### src/rtl/vgroup_sequencer_if.sv
// Instruction-in / micro-op-out bundle of the vector group sequencer.
// The slave side is the sequencer; the master side feeds instructions and accepts micro-ops.
interface vgroup_sequencer_if #(
    parameter int REG_IDX_W     = 5,
    parameter int MAX_LMUL_LOG2 = 3,
    parameter int OP_W          = 4
);
    logic                     in_valid;
    logic                     in_ready;
    logic [31:0]              in_instr;
    logic                     uop_valid;
    logic                     uop_ready;
    logic [REG_IDX_W-1:0]     uop_vd;
    logic [REG_IDX_W-1:0]     uop_vs1;
    logic [REG_IDX_W-1:0]     uop_vs2;
    logic [OP_W-1:0]          uop_valu_op;
    logic [1:0]               uop_valu_src;
    logic [MAX_LMUL_LOG2-1:0] uop_idx;
    logic                     uop_last;
    logic                     illegal;
    logic [MAX_LMUL_LOG2-1:0] cur_lmul_log2;

    modport master (
        output in_valid, in_instr, uop_ready,
        input  in_ready, uop_valid, uop_vd, uop_vs1, uop_vs2, uop_valu_op,
               uop_valu_src, uop_idx, uop_last, illegal, cur_lmul_log2
    );

    modport slave (
        input  in_valid, in_instr, uop_ready,
        output in_ready, uop_valid, uop_vd, uop_vs1, uop_vs2, uop_valu_op,
               uop_valu_src, uop_idx, uop_last, illegal, cur_lmul_log2
    );
endinterface

### src/rtl/vgroup_sequencer.sv
// Decode-and-issue stage: decodes OP-V instructions, tracks LMUL from vsetvli and
// expands each grouped arithmetic op into 2^LMUL single-register micro-ops.
module vgroup_sequencer #(
    parameter int NUM_VREGS     = 32,
    parameter int REG_IDX_W     = $clog2(NUM_VREGS),
    parameter int MAX_LMUL_LOG2 = 3,
    parameter int OP_W          = 4
) (
    input logic               clk,
    input logic               rst,
    vgroup_sequencer_if.slave bus
);
    // Shared OP-V encodings (mirrors the project constants header)
    localparam logic [6:0] VR_FORMAT = 7'b1010111;
    localparam logic [2:0] VV_FORMAT = 3'b000;
    localparam logic [2:0] VX_FORMAT = 3'b100;
    localparam logic [2:0] VI_FORMAT = 3'b011;
    localparam logic [2:0] VC_FORMAT = 3'b111;
    localparam logic [5:0] VADD      = 6'b000000;
    localparam logic [5:0] VSUB      = 6'b000010;
    localparam logic [5:0] VMUL      = 6'b100101;
    localparam logic [5:0] VAND      = 6'b001001;
    localparam logic [5:0] VOR       = 6'b001010;
    localparam logic [5:0] VXOR      = 6'b001011;
    localparam logic [1:0] SRC_VV    = 2'b00;
    localparam logic [1:0] SRC_VX    = 2'b01;
    localparam logic [1:0] SRC_VI    = 2'b10;

    typedef enum logic {IDLE, ISSUE} state_t;

    // Returns {known, vector-vector op code}; VX/VI codes are this value + 1.
    function automatic logic [OP_W:0] decode_funct6(input logic [5:0] f6);
        case (f6)
            VADD:    decode_funct6 = {1'b1, OP_W'(4'b0000)};
            VSUB:    decode_funct6 = {1'b1, OP_W'(4'b0010)};
            VMUL:    decode_funct6 = {1'b1, OP_W'(4'b0100)};
            VAND:    decode_funct6 = {1'b1, OP_W'(4'b0110)};
            VOR:     decode_funct6 = {1'b1, OP_W'(4'b1000)};
            VXOR:    decode_funct6 = {1'b1, OP_W'(4'b1010)};
            default: decode_funct6 = '0;
        endcase
    endfunction

    function automatic logic [MAX_LMUL_LOG2-1:0] last_index(input logic [MAX_LMUL_LOG2-1:0] lmul);
        return ~({MAX_LMUL_LOG2{1'b1}} << lmul);
    endfunction

    state_t                   state_q, state_n;
    logic                     vld_q, vld_n;
    logic [REG_IDX_W-1:0]     vd_q, vd_n, vs1_q, vs1_n, vs2_q, vs2_n;
    logic [OP_W-1:0]          op_q, op_n;
    logic [1:0]               src_q, src_n;
    logic [MAX_LMUL_LOG2-1:0] idx_q, idx_n, grp_lmul_q, grp_lmul_n, lmul_q, lmul_n;
    logic                     last_q, last_n, illegal_q, illegal_n;

    logic [6:0]           opcode;
    logic [2:0]           funct3, vlmul;
    logic [5:0]           funct6;
    logic [REG_IDX_W-1:0] f_vd, f_vs1, f_vs2, align_mask;
    logic                 f6_known, is_vv, is_vx, is_vi, is_vc, misaligned;
    logic [OP_W-1:0]      op_vv, op_sel;
    logic [1:0]           src_sel;
    logic                 in_ready, accept;
    logic                 unused_vm;

    assign opcode    = bus.in_instr[6:0];
    assign funct3    = bus.in_instr[14:12];
    assign funct6    = bus.in_instr[31:26];
    assign vlmul     = bus.in_instr[22:20];
    assign f_vd      = REG_IDX_W'(bus.in_instr[11:7]);
    assign f_vs1     = REG_IDX_W'(bus.in_instr[19:15]);
    assign f_vs2     = REG_IDX_W'(bus.in_instr[24:20]);
    assign unused_vm = bus.in_instr[25];

    assign {f6_known, op_vv} = decode_funct6(funct6);
    assign is_vv   = (funct3 == VV_FORMAT);
    assign is_vx   = (funct3 == VX_FORMAT);
    assign is_vi   = (funct3 == VI_FORMAT);
    assign is_vc   = (funct3 == VC_FORMAT);
    assign src_sel = is_vx ? SRC_VX : (is_vi ? SRC_VI : SRC_VV);
    assign op_sel  = is_vv ? op_vv : op_vv + 1'b1;

    // A group must start on a register index that is a multiple of 2^LMUL.
    assign align_mask = ~({REG_IDX_W{1'b1}} << lmul_q);
    assign misaligned = (|(f_vd & align_mask)) || (|(f_vs2 & align_mask)) ||
                        (is_vv && (|(f_vs1 & align_mask)));

    // Ready again in the cycle the last micro-op retires, so groups chain without a bubble.
    assign in_ready = (state_q == IDLE) || (vld_q && bus.uop_ready && last_q);
    assign accept   = bus.in_valid && in_ready;

    always_comb begin
        state_n    = state_q;
        vld_n      = vld_q;
        vd_n       = vd_q;
        vs1_n      = vs1_q;
        vs2_n      = vs2_q;
        op_n       = op_q;
        src_n      = src_q;
        idx_n      = idx_q;
        last_n     = last_q;
        grp_lmul_n = grp_lmul_q;
        lmul_n     = lmul_q;
        illegal_n  = 1'b0;

        if (vld_q && bus.uop_ready) begin
            if (last_q) begin
                vld_n   = 1'b0;
                state_n = IDLE;
            end else begin
                idx_n  = idx_q + 1'b1;
                vd_n   = vd_q + 1'b1;
                vs2_n  = vs2_q + 1'b1;
                vs1_n  = (src_q == SRC_VV) ? vs1_q + 1'b1 : vs1_q;
                last_n = (MAX_LMUL_LOG2'(idx_q + 1'b1) == last_index(grp_lmul_q));
            end
        end

        if (accept && (opcode == VR_FORMAT)) begin
            if (is_vc) begin
                if (32'(vlmul) <= MAX_LMUL_LOG2) lmul_n = MAX_LMUL_LOG2'(vlmul);
                else                             illegal_n = 1'b1;
            end else if ((is_vv || is_vx || is_vi) && f6_known && !misaligned) begin
                state_n    = ISSUE;
                vld_n      = 1'b1;
                vd_n       = f_vd;
                vs1_n      = f_vs1;
                vs2_n      = f_vs2;
                op_n       = op_sel;
                src_n      = src_sel;
                idx_n      = '0;
                grp_lmul_n = lmul_q;
                last_n     = (lmul_q == '0);
            end else begin
                illegal_n = 1'b1;
            end
        end
    end

    always_ff @(posedge clk) begin
        if (rst) begin
            state_q    <= IDLE;
            vld_q      <= 1'b0;
            vd_q       <= '0;
            vs1_q      <= '0;
            vs2_q      <= '0;
            op_q       <= '0;
            src_q      <= '0;
            idx_q      <= '0;
            last_q     <= 1'b0;
            grp_lmul_q <= '0;
            lmul_q     <= '0;
            illegal_q  <= 1'b0;
        end else begin
            state_q    <= state_n;
            vld_q      <= vld_n;
            vd_q       <= vd_n;
            vs1_q      <= vs1_n;
            vs2_q      <= vs2_n;
            op_q       <= op_n;
            src_q      <= src_n;
            idx_q      <= idx_n;
            last_q     <= last_n;
            grp_lmul_q <= grp_lmul_n;
            lmul_q     <= lmul_n;
            illegal_q  <= illegal_n;
        end
    end

    assign bus.in_ready      = in_ready;
    assign bus.uop_valid     = vld_q;
    assign bus.uop_vd        = vd_q;
    assign bus.uop_vs1       = vs1_q;
    assign bus.uop_vs2       = vs2_q;
    assign bus.uop_valu_op   = op_q;
    assign bus.uop_valu_src  = src_q;
    assign bus.uop_idx       = idx_q;
    assign bus.uop_last      = last_q;
    assign bus.illegal       = illegal_q;
    assign bus.cur_lmul_log2 = lmul_q;
endmodule

### src/flat_wrapper.sv
// flat-port wrapper written by rule: the top's interface ports become plain ports
module vgroup_sequencer_flat 
#(
    parameter int NUM_VREGS     = 32,
    parameter int REG_IDX_W     = $clog2(NUM_VREGS),
    parameter int MAX_LMUL_LOG2 = 3,
    parameter int OP_W          = 4
)
  (clk, rst, bus_in_valid, bus_in_instr, bus_uop_ready, bus_in_ready, bus_uop_valid, bus_uop_vd, bus_uop_vs1, bus_uop_vs2, bus_uop_valu_op, bus_uop_valu_src, bus_uop_idx, bus_uop_last, bus_illegal, bus_cur_lmul_log2);
  vgroup_sequencer_if #(.REG_IDX_W(REG_IDX_W), .MAX_LMUL_LOG2(MAX_LMUL_LOG2), .OP_W(OP_W)) bus_i ();
  input logic clk;
  input logic rst;
  input wire logic [$bits(bus_i.in_valid)-1:0] bus_in_valid;
  input wire logic [$bits(bus_i.in_instr)-1:0] bus_in_instr;
  input wire logic [$bits(bus_i.uop_ready)-1:0] bus_uop_ready;
  output wire logic [$bits(bus_i.in_ready)-1:0] bus_in_ready;
  output wire logic [$bits(bus_i.uop_valid)-1:0] bus_uop_valid;
  output wire logic [$bits(bus_i.uop_vd)-1:0] bus_uop_vd;
  output wire logic [$bits(bus_i.uop_vs1)-1:0] bus_uop_vs1;
  output wire logic [$bits(bus_i.uop_vs2)-1:0] bus_uop_vs2;
  output wire logic [$bits(bus_i.uop_valu_op)-1:0] bus_uop_valu_op;
  output wire logic [$bits(bus_i.uop_valu_src)-1:0] bus_uop_valu_src;
  output wire logic [$bits(bus_i.uop_idx)-1:0] bus_uop_idx;
  output wire logic [$bits(bus_i.uop_last)-1:0] bus_uop_last;
  output wire logic [$bits(bus_i.illegal)-1:0] bus_illegal;
  output wire logic [$bits(bus_i.cur_lmul_log2)-1:0] bus_cur_lmul_log2;
  assign bus_i.in_valid = bus_in_valid;
  assign bus_i.in_instr = bus_in_instr;
  assign bus_i.uop_ready = bus_uop_ready;
  assign bus_in_ready = bus_i.in_ready;
  assign bus_uop_valid = bus_i.uop_valid;
  assign bus_uop_vd = bus_i.uop_vd;
  assign bus_uop_vs1 = bus_i.uop_vs1;
  assign bus_uop_vs2 = bus_i.uop_vs2;
  assign bus_uop_valu_op = bus_i.uop_valu_op;
  assign bus_uop_valu_src = bus_i.uop_valu_src;
  assign bus_uop_idx = bus_i.uop_idx;
  assign bus_uop_last = bus_i.uop_last;
  assign bus_illegal = bus_i.illegal;
  assign bus_cur_lmul_log2 = bus_i.cur_lmul_log2;
  vgroup_sequencer #(.NUM_VREGS(NUM_VREGS), .REG_IDX_W(REG_IDX_W), .MAX_LMUL_LOG2(MAX_LMUL_LOG2), .OP_W(OP_W)) u_core (.clk(clk), .rst(rst), .bus(bus_i));
endmodule
### config.mk
export PLATFORM = sky130hd
export DESIGN_NAME = vgroup_sequencer_flat
export DESIGN_NICKNAME = d
export VERILOG_FILES = /design/src/rtl/vgroup_sequencer_if.sv /design/src/rtl/vgroup_sequencer.sv /design/src/flat_wrapper.sv
export SDC_FILE = /design/constraint.sdc
export NUM_CORES = 1
export LEC_CHECK = 0
export BUFFER_PORTS_ARGS = -buffer_cell sky130_fd_sc_hd__buf_2
export CAP_MARGIN = 40
export CORE_ASPECT_RATIO = 1.5
export CORE_MARGIN = 2
export CORE_UTILIZATION = 54
export DETAILED_ROUTE_END_ITERATION = 10
export GPL_ROUTABILITY_DRIVEN = 0
export HOLD_SLACK_MARGIN = 0.1
export PLACE_DENSITY = 0.9
export SLEW_MARGIN = 10
export SYNTH_ARGS = -nofsm -noshare
export SYNTH_HDL_FRONTEND = slang
export SYNTH_SLANG_ARGS = --single-unit
### constraint.sdc
create_clock -name clk -period 3.6 [get_ports clk]
set_input_delay 0.36 -clock clk [delete_from_list [all_inputs] [get_ports clk]]
set_output_delay 0.36 -clock clk [all_outputs]
set_load 0.05 [all_outputs]
==> flow_metrics.py <==
metrics = {
    "floorplanning": {
        "coreArea_mm2": 0.00361,
        "die_x_um": 53.8,
        "io_pins": 67,
        "die_area_mm2": 0.00423,
        "rows": 27,
        "start_util_pct": 55.5,
        "die_h_um": 78.6,
    },
    "timing": {
        "rsz0062_at_grt": "no",
        "min_period_ns": 2.27,
        "max_freq_mhz": 441,
        "period_share_pct": 63.0,
        "finalSetupTns_ns": 0,
        "whs_ns": 0.335,
        "hold_violations": 0,
        "setup_violations": 0,
        "fin_skew_ns": 0.00696,
        "worstMarginPinSlew_ns": 0.779,
        "slew_violations": 0,
        "maxSlewHeadroom_pct": 48.0,
    },
    "place": {
        "port_buffers": 65,
        "hpwlAfterDp_um": 3270,
        "place_area_mm2": 0.00231,
        "dpl.cell_count": 340,
    },
    "pwr": {
        "leakage_nw": 1.03,
        "max-vdd-ir-drop_v": 0.000301,
        "power_density_mw_per_mm2": 326,
    },
    "synthesis": {
        "synth_edf_count": 0,
        "yosysWarnings": 0,
        "synth_common_cells": "dfxtp_1, nand2_1, nor2_1",
        "syn_nets": 287,
        "netlist_area_mm2": 0.00201,
        "ys_seq_area_share_pct": 33.9,
        "netlist.area_leader.share_pct": 33.9,
        "synth_cells": 247,
        "synth_ff_type": "dfxtp_1",
        "synth_top_area_cell": "dfxtp_1",
        "async_flop_share_pct": 0,
        "synth_seq_cells": 34,
        "ys_types": 43,
        "synthTopCellsByArea": "dfxtp_1, nand2b_1, nand2_1",
        "avgSynthCellArea_um2": 8.12,
    },
    "layout": {
        "syn2layout_area_growth_pct": 20.7,
        "insertedDiodeCount": 0,
        "layout-drive-gt1-share_pct": 26.9,
        "nets": 344,
        "design_area_mm2": 0.00242,
        "multi_input_comb_area_mm2": 0.00124,
        "regArea_um2": 681,
        "final_util_pct": 67.0,
        "n_fill_cell": 309,
        "stdcell_count": 348,
    },
    "worst_setup_path": {
        "arrival_ns": 2.44,
        "startpoint_type": "flip-flop",
        "critPathTopFamily": "compound AO/OA/AOI/OAI gates",
        "path_max_fanout": 34,
        "cp_num_buf_inv": 1,
        "slowest_stage": "dfxtp_1",
        "critPathRequiredTime_ns": 3.77,
        "r2r_end": "u_core.bus.uop_valu_src[1]",
        "setup.worst_path.class": "flip-flop to flip-flop",
        "crit_chain": "a22o_1, a22o_1, o21ai_2, nand4_2, buf_4, nand3b_1, o21ai_0",
        "crit_start": "u_core.bus.cur_lmul_log2[1]",
        "cp.depth": 7,
        "r2r_slack_ns": 1.33,
        "critPathCaptureType": "flip-flop",
        "r2r-start": "u_core.bus.cur_lmul_log2[1]",
        "cpMostUsedCell": "a22o_1",
        "reg2reg_depth": 7,
        "cp-endpoint": "u_core.bus.uop_valu_src[1]",
        "cpPeakStageDelay_ns": 0.44,
    },
    "clock_network": {
        "cts.path.max_buffers": 2,
        "cts_hold_buf": 0,
        "cts.sinks": 34,
        "h-tree-depth": 2,
        "numCtsBuffers": 5,
        "clk_latency_ns": 0.29,
        "ctsRootBufferMaster": "clkbuf_8",
        "clk_pin_slew_worst_paths_ns": 0.07,
        "post_cts_resized": 0,
        "post-cts-setup-buffers": 0,
        "tritoncts": "yes",
    },
    "worst_hold_path": {
        "hp-class": "primary input to flip-flop",
        "min-delay-start": "bus_in_instr[23]",
    },
    "drt": {
        "wire_per_inst_um": 12.7,
        "drt_drc_violations_left": 0,
        "vias": 1932,
        "postRouteWirelength_um": 4410,
        "drtAntennaViolNets": 0,
        "vias_per_cell": 5.55,
        "initialDrtViolationCount": 36,
        "drt_pass1_iterations": 4,
    },
    "run_status": {
        "status": "finished, final reports clean",
    },
    "global_route": {
        "grt_pass1_wl_um": 7360,
        "antenna_found_initial": 0,
        "grt_overflow": 0,
        "grt_max_degree": 56,
        "gr-usage-all-layers_pct": 22.6,
        "grt_pass1_vias": 1720,
    },
    "run": {
        "drv_cap": 0,
    },
}
==> worst min path at each step <==
| stage | end | slack (ns) | cells past startpoint |
|---|---|---|---|
| finish | u_core.bus.uop_vs2[3] | 0.34 | 3 |
| global route | u_core.bus.uop_vd[1] | 0.35 | 3 |
| CTS | u_core.bus.uop_vs1[0] | 0.33 | 3 |
| detailed placement | u_core.bus.uop_valu_op[0] | 0.47 | 2 |
| global placement | u_core.state_q | 0.46 | 2 |
| floorplan | u_core.grp_lmul_q[1] | 0.48 | 2 |
==> layout by cell type (no fill, tap or decap), types with 4 or more instances in the layout <==
| cell type | n |
|---|---|
| ha_1 | 4 |
| a21oi_1 | 6 |
| nand2_1 | 34 |
| nand4_1 | 6 |
| nand3_1 | 4 |
| nand2b_1 | 21 |
| o21ai_1 | 8 |
| nand3b_1 | 11 |
| xnor2_1 | 4 |
| buf_2 | 65 |
| and2_1 | 4 |
| xor2_1 | 12 |
| clkbuf_8 | 5 |
| nor2_1 | 25 |
| dfxtp_1 | 34 |
| o21ai_0 | 20 |
==> layer usage <==
layer	vias up	GRT usage [%]	part of all wire, %
met5	-	0	0
met4	0	10.0	1.7
met3	8	3.23	5.5
met2	60	35.7	50
met1	886	29.7	42
li1	978	-	-
==> final cells by class <==
class                   instances  area share (%)
clock buffers                   5            2.84
flip-flops and latches         34            28.1
clock inverters                 3            1.86
well taps                      43            2.22
repair buffers                 66            13.7
multi-input cells             197            51.2
==> sequential cells by signal (all words and copies together), names as in the netlist, 2 cells and up <==
| signal | count |
|---|---|
| u_core.grp_lmul_q | 3 |
| u_core.bus.uop_vs1 | 5 |
| u_core.bus.uop_valu_op | 4 |
| u_core.bus.uop_valu_src | 2 |
| u_core.bus.uop_vs2 | 5 |
| u_core.bus.uop_vd | 5 |
| u_core.bus.uop_idx | 3 |
| u_core.bus.cur_lmul_log2 | 3 |
==> cell families after synthesis <==
| kind of cell | share of synthesized area (%) |
|---|---|
| DFF | 33.9 |
| muxes | 2.25 |
| xor gates and xnor gates | 6.99 |
| and+or+nand+nor | 34.2 |
| adders and majority gates | 2.50 |
| AOI/OAI and AO/OA | 15.8 |
| buffers and inverters | 4.24 |
==> report_power, final <==
group          internal (W)  switching (W)  total [W]
clock network      0.000206       0.000148   0.000354
registers          0.000376   0.0000000541   0.000376
logic             0.0000279      0.0000307  0.0000586
==> stage by stage <==
step / setup slack (ns) / total power (W)
floorplan: 1.42 / 0.000412
global placement: 1.38 / 0.000442
detailed placement: 1.33 / 0.000443
CTS: 1.32 / 0.000792
global route: 1.10 / 0.000814
finish: 1.33 / 0.000789
==> tightest hold or removal path, stage by stage <==
cell and delay, ns:
buf_2 0.11, nand2b_1 0.06, o21ai_1 0.06
No activity file was read; power rests on OpenSTA's default activity.
